File: config.mk
export PLATFORM = sky130hd
export DESIGN_NAME = gfx256_pixel_writer
export DESIGN_NICKNAME = d
export VERILOG_FILES = /design/src/rtl/gfx256_pixel_writer.sv
export SDC_FILE = /design/constraint.sdc
export NUM_CORES = 1
export LEC_CHECK = 0
export ABC_AREA = 1
export CORE_UTILIZATION = 30
export DETAILED_ROUTE_END_ITERATION = 10
export PLACE_DENSITY = 0.47
export SYNTH_ARGS = -nofsm -noshare
export SYNTH_HDL_FRONTEND = slang
export SYNTH_SLANG_ARGS = --single-unit
export TNS_END_PERCENT = 20
File: constraint.sdc
create_clock -name clk_i -period 2 [get_ports clk_i]
set_input_delay 0.3 -clock clk_i [delete_from_list [all_inputs] [get_ports clk_i]]
set_output_delay 0.3 -clock clk_i [all_outputs]
set_load 0.02 [all_outputs]
File: src/rtl/gfx256_pixel_writer.sv
// gfx256_pixel_writer: gathers pixel writes of 8/16/24/32 bpp into one
// 32-byte line buffer and writes the whole line out as a single 256-bit
// bus write with byte enables.
//
// Pixel side handshake: a pixel is accepted on a rising clk_i edge where
// req_i & ready_o. Bus side: mem_cyc_o/mem_stb_o/mem_we_o stay high, and
// address/select/data stay stable, until the edge where mem_ack_i is seen.
//
// Optional feature: define GFX256_PW_TIMEOUT_EN to write out an open line
// automatically after TIMEOUT idle cycles in FILL.
module gfx256_pixel_writer #(
    parameter logic [7:0] TIMEOUT = 8'd16
) (
    input  logic         clk_i,
    input  logic         rst_ni,
    input  logic [1:0]   color_depth_i,
    input  logic         req_i,
    input  logic [31:0]  adr_i,
    input  logic [31:0]  color_i,
    output logic         ready_o,
    input  logic         flush_i,
    output logic         busy_o,
    output logic         mem_cyc_o,
    output logic         mem_stb_o,
    output logic         mem_we_o,
    output logic [31:0]  mem_adr_o,
    output logic [31:0]  mem_sel_o,
    output logic [255:0] mem_dat_o,
    input  logic         mem_ack_i
);

    typedef enum logic [1:0] {
        ST_IDLE  = 2'd0,
        ST_FILL  = 2'd1,
        ST_WRITE = 2'd2
    } state_e;

    state_e         state_q, state_d;
    logic [26:0]    line_q, line_d;
    logic [31:0]    sel_q, sel_d;
    logic [255:0]   dat_q, dat_d;

    logic [26:0]    req_line;
    logic           same_line;
    logic           accept;
    logic           timeout_hit;
    logic [3:0]     px_bytes;
    logic [255:0]   px_wmask;
    logic [31:0]    px_sel;
    logic [7:0]     px_mb;
    logic [255:0]   px_color;
    logic [255:0]   merge_base;
    logic [255:0]   merged;

    assign req_line  = adr_i[31:5];
    assign same_line = (req_line == line_q);
    assign accept    = req_i & ready_o;

    // Pixel decode: byte count, bit mask and placement inside the line.
    always_comb begin
        px_bytes = 4'h1;
        px_wmask = 256'h0;
        case (color_depth_i)
            2'd0: begin px_bytes = 4'h1; px_wmask = 256'hFF;       end
            2'd1: begin px_bytes = 4'h3; px_wmask = 256'hFFFF;     end
            2'd2: begin px_bytes = 4'h7; px_wmask = 256'hFFFFFF;   end
            default: begin px_bytes = 4'hF; px_wmask = 256'hFFFFFFFF; end
        endcase
        // Bytes shifted past the end of the line are simply dropped.
        px_sel     = {28'h0, px_bytes} << adr_i[4:0];
        px_mb      = {adr_i[4:0], 3'b000};
        px_color   = {224'h0, color_i} & px_wmask;
        // A fresh line starts from an empty buffer.
        merge_base = (state_q == ST_IDLE) ? 256'h0 : dat_q;
        merged     = (merge_base & ~(px_wmask << px_mb)) | (px_color << px_mb);
    end

`ifdef GFX256_PW_TIMEOUT_EN
    logic [7:0] cnt_q, cnt_d;

    // Idle counter: zero outside FILL and on every accept, counts FILL cycles without accept.
    always_comb begin
        cnt_d = 8'h0;
        if (state_q == ST_FILL && !accept) begin
            cnt_d = (cnt_q == 8'hFF) ? cnt_q : cnt_q + 8'd1;
        end
    end

    // Idle counter register.
    always_ff @(posedge clk_i or negedge rst_ni) begin
        if (!rst_ni) begin
            cnt_q <= 8'h0;
        end else begin
            cnt_q <= cnt_d;
        end
    end

    assign timeout_hit = (cnt_q == TIMEOUT) && !accept;
`else
    logic unused_timeout;
    assign unused_timeout = ^TIMEOUT;
    assign timeout_hit    = 1'b0;
`endif

    // FSM state register.
    always_ff @(posedge clk_i or negedge rst_ni) begin
        if (!rst_ni) begin
            state_q <= ST_IDLE;
        end else begin
            state_q <= state_d;
        end
    end

    // FSM next state: close the line on full select, flush, line change or timeout.
    always_comb begin
        state_d = state_q;
        case (state_q)
            ST_IDLE: begin
                if (accept) state_d = ST_FILL;
            end
            ST_FILL: begin
                if (flush_i || (sel_q == 32'hFFFF_FFFF) ||
                    (req_i && !same_line) || timeout_hit) begin
                    state_d = ST_WRITE;
                end
            end
            ST_WRITE: begin
                if (mem_ack_i) state_d = ST_IDLE;
            end
            default: state_d = ST_IDLE;
        endcase
    end

    // FSM outputs: handshake and bus strobes decoded from the current state.
    always_comb begin
        ready_o   = (state_q == ST_IDLE) || ((state_q == ST_FILL) && same_line);
        busy_o    = (state_q != ST_IDLE);
        mem_cyc_o = (state_q == ST_WRITE);
        mem_stb_o = (state_q == ST_WRITE);
        mem_we_o  = (state_q == ST_WRITE);
        mem_adr_o = {line_q, 5'b00000};
        mem_sel_o = sel_q;
        mem_dat_o = dat_q;
    end

    // Line buffer next value: merge accepted pixels, clear select once the write is acked.
    always_comb begin
        line_d = line_q;
        sel_d  = sel_q;
        dat_d  = dat_q;
        if (accept) begin
            if (state_q == ST_IDLE) begin
                line_d = req_line;
                sel_d  = px_sel;
            end else begin
                sel_d  = sel_q | px_sel;
            end
            dat_d = merged;
        end
        if (state_q == ST_WRITE && mem_ack_i) begin
            sel_d = 32'h0;
        end
    end

    // Line buffer registers.
    always_ff @(posedge clk_i or negedge rst_ni) begin
        if (!rst_ni) begin
            line_q <= 27'h0;
            sel_q  <= 32'h0;
            dat_q  <= 256'h0;
        end else begin
            line_q <= line_d;
            sel_q  <= sel_d;
            dat_q  <= dat_d;
        end
    end

endmodule

==> impl_results.md <==
* Row cnt at 93
* Largest net degree at the start of global routing at 129
* Power Density at 1410 nW/um2
* Mux contribution to synthesized area at 1.10%
* Clock Tree Root: clkbuf_16
* IO Pins at 396
* Library cells used by synthesis at 33
* Routed length per placed instance at 24.5 um
* CP Max Fanout at 2
* RSZ-0062 raised after global routing: yes
* Vias in the first global route at 21000
* Final Hold Fails at 0
* Post-synthesis cell area at 19500 um2
* Worst clock skew at 0.0262 ns
* Vias at 22900
* Dpl ws at -0.899 ns
* Synth Area in Simple Gates at 44.3%
* Reg2Reg Setup Slack at -0.38 ns
* Max-slew headroom at 46.9%
* Post-synthesis xor/xnor area fraction at 0.855%
* Worst Path Required at 1.70 ns
* Worst setup path class: reg2out
* Worst vdd ir at 0.843 mV
* Gp weighted congestion at 0.945
* Area of the core at 64200 um2
* Reg2Reg Depth at 16
* Critical path capture point type: output pin
* Sequential-to-total area share from yosys stat at 40.8%
* Endpoint, Worst Hold: mem_dat_o[200]$_DFFE_PN0P_
* GRT Util Overall at 28.5%
* Power share of the clock group at 18.4%
* Num CTS Buffers at 41
* Clock sink count at 317
* CP cell instances: xnor2_1 > nand2_1 > nor2_1 > nand2_1 > nor2_2 > nand2_2 > a21oi_4 > buf_12 > buf_8
* Post-synth EDFFs at 0
* Combinational share of power at 54.1%
* Detail Route Antenna Nets at 0
* MaxCap Viol Count at 0
* Avg Inst Size Synth at 6.96 um2
* Routed WL at 103000 um
* Reg power frac at 27.5%
* Delay of the slowest critical-path stage at 0.41 ns
* Asr flop ratio synth at 100%
* Dpl cells at 4089
* Tcrit/Tclk final at 119%
* P_int at 0.0232 W
* Post-layout nets at 3415
* Diode count at 0
* Residual DRC count at 0
* Net switching fraction of the power at 44.1%
* Fmax achieved at 0.419 GHz
* Most used cell, CP: nand2_1
* Count leader, synth: nand2_1
* Mapped Cells at 2795
* Vias per inst at 5.42
* Slowest cell on crit path: dfrtp_1
* Dpl hpwl at 66100 um
* Max Buffers Root-to-Sink at 3
* Commonest cells post-synth: 1020 x nand2_1, 802 x nand3_1, 317 x dfrtp_1, 98 x clkbuf_1, 79 x o21ai_0
* Status: finished with violations
* Slew @ Worst Pin at 0.797 ns
* Final Critical Period at 2.39 ns
* Final Max Tran Viols at 0
* Synth Area in Adders at 0%
* Worst skew pair latency at 0.59 ns
* Die H at 257 um
* Post-route non-filler standard cell count at 4225
* GRT overflow at 0
* Hold Crit Class: in2reg
* Clock slew at reported path FFs at 0.06 ns
* #FFs+latches synth at 317
* Die area at 65900 um2
* Initial antenna violation count at 4
* Setup ws final at -0.389 ns
* Reg-to-reg endpoint: mem_dat_o[187]$_DFFE_PN0P_
* Layout cells sized above 1 at 17.1%
* Post-synth top area share at 40.8%
* Ys Warns at 0
* Final setup vio count at 289
* WP data arrival at 2.09 ns
* Switching power at 0.0183 W
* Compound-Gate Fraction of Synth Area at 5.41%
* Leakage dissipation at 15.3 nW
* Failing checks: negative setup slack
* Largest family of logic cells by synthesized area: simple AND/OR/NAND/NOR gates
* DR pass1 iterations at 7
* CP startpoint kind: flop
* TritonCTS clock tree: built
* First-pass GRT wire length at 143000 um
* H-Tree Depth at 2
* Top post-synthesis cells by area: dfrtp_1 41%, nand3_1 21%, nand2_1 20%, o21ai_0 2.0%, buf_4 1.9%
* Area Growth Syn to Fin at 50.6%
* Worst r2r src: line_q[12]$_DFFE_PN0P_
* Hold_sp: adr_i[4]
* Synth Flop Type: dfrtp_1
* Die Span X at 257 um
* Largest area contributor in the netlist: dfrtp_1
* Port bufs at 390
* DRT iter0 DRCs at 2375
* Starting Density at 30.3%
* Worst Hold Path Cells at 5
==> layer usage <==
metal  global-route usage, %  up-vias  wire (um)  part of all wire [%]
met3                    6.09      150       8670                   8.4
met1                    39.8    11200      45100                    44
met2                    44.6     1083      46700                    45
met4                    6.76        6       2800                   2.7
li1                        -    10500          -                     -
met5                       0        -         36                 0.035
==> area by class of cell <==
cell class,instances,area [um2]
Clock inverter,9,118
Multi-Input combinational cell,2182,10500
Fill cell,6348,34900
Inverter,73,284
Sequential cell,317,7940
Clock buffer,60,1230
Tap cell,855,1070
Timing Repair Buffer,729,8190
==> sequential cells by signal, indices dropped and copies added, names as in the netlist <==
register	cells
mem_dat_o	256
mem_sel_o	32
line_q	27
state_q	2
==> critical path: cells and delay by family (launching register included) <==
| kind | cells | cell delay, ns |
|---|---|---|
| AO/OA/AOI/OAI | 1 | 0.16 |
| AND/OR/NAND/NOR | 5 | 0.48 |
| flip-flops | 1 | 0.41 |
| XOR/XNOR | 1 | 0.20 |
| buffers and inverters | 2 | 0.25 |
==> power by group through the flow <==
stage          clock (W)  combinational, W  sequential (W)
6_report         0.00764            0.0224          0.0114
2_1_floorplan          0           0.00695          0.0135
4_1_cts          0.00782            0.0199          0.0113
5_1_grt          0.00804            0.0237          0.0116
3_3_place_gp           0            0.0184          0.0113
3_5_place_dp           0            0.0184          0.0114
==> repair_timing <==
| item | in CTS | in global routing |
|---|---|---|
| hold buffers | 1 | 0 |
| pin swaps | 8 | 67 |
| buffers inserted | 5 | 18 |
| hold endpoints to repair | 36 | 0 |
| gates resized for setup | 42 | 182 |
| endpoints found under the setup margin | 329 | 352 |
| gates cloned | 11 | 35 |
==> worst max path at each step <==
stage	slack, ns	cells after the start	from	endpoint
floorplan	0.20	9	line_q[12]$_DFFE_PN0P_	ready_o
global placement	-0.89	10	adr_i[10]	ready_o
detailed placement	-0.90	10	adr_i[10]	ready_o
CTS	-0.53	9	line_q[5]$_DFFE_PN0P_	ready_o
global route	-0.51	9	line_q[12]$_DFFE_PN0P_	ready_o
finish	-0.39	9	line_q[12]$_DFFE_PN0P_	ready_o
==> through the flow <==
| stage | hold WS (ns) | TNS, ns | total power, W | utilization (%) | instance area (um2) |
|---|---|---|---|---|---|
| finish | 0.219 | -81.09 | 0.0414 | 45.6 | 29300 |
| global route | 0.231 | -116.46 | 0.0434 | 45.6 | 29300 |
| CTS | 0.193 | -86.20 | 0.0390 | 43.3 | 27800 |
| detailed placement | 0.271 | -201.05 | 0.0298 | 40.4 | 26000 |
| global placement | 0.264 | -193.38 | 0.0297 | 40.4 | 26000 |
| floorplan | 0.00441 | 0 | 0.0204 | - | 19500 |
==> placed cells by master, fill, tap and decap left out, types with 5 or more instances in the layout <==
master and instances:
dlymetal6s2s_1 60, buf_6 10, buf_4 226, inv_2 8
a31oi_1 8, nand2_1 1000, o21ai_0 73, mux2_2 19
buf_16 18, o21a_1 16, nand3_1 758, nand2_2 29
dfrtp_1 315, clkbuf_8 14, o21ai_2 18, clkbuf_1 6
buf_12 57, clkbuf_16 65, inv_1 63, buf_8 6
clkdlybuf4s50_1 317, o21ai_1 71, nand3_2 53, nand4_1 40
xnor2_1 14, conb_1 5, nor2_1 42, nor2_2 5
==> cell families after synthesis <==
| family | Yosys count |
|---|---|
| xor gates and xnor gates | 19 |
| DFF | 317 |
| buffers and inverters | 300 |
| other | 1 |
| and+or+nand+nor | 1949 |
| muxes | 19 |
| AOI/OAI and AO/OA | 190 |
No activity file was read; power rests on OpenSTA's default activity.
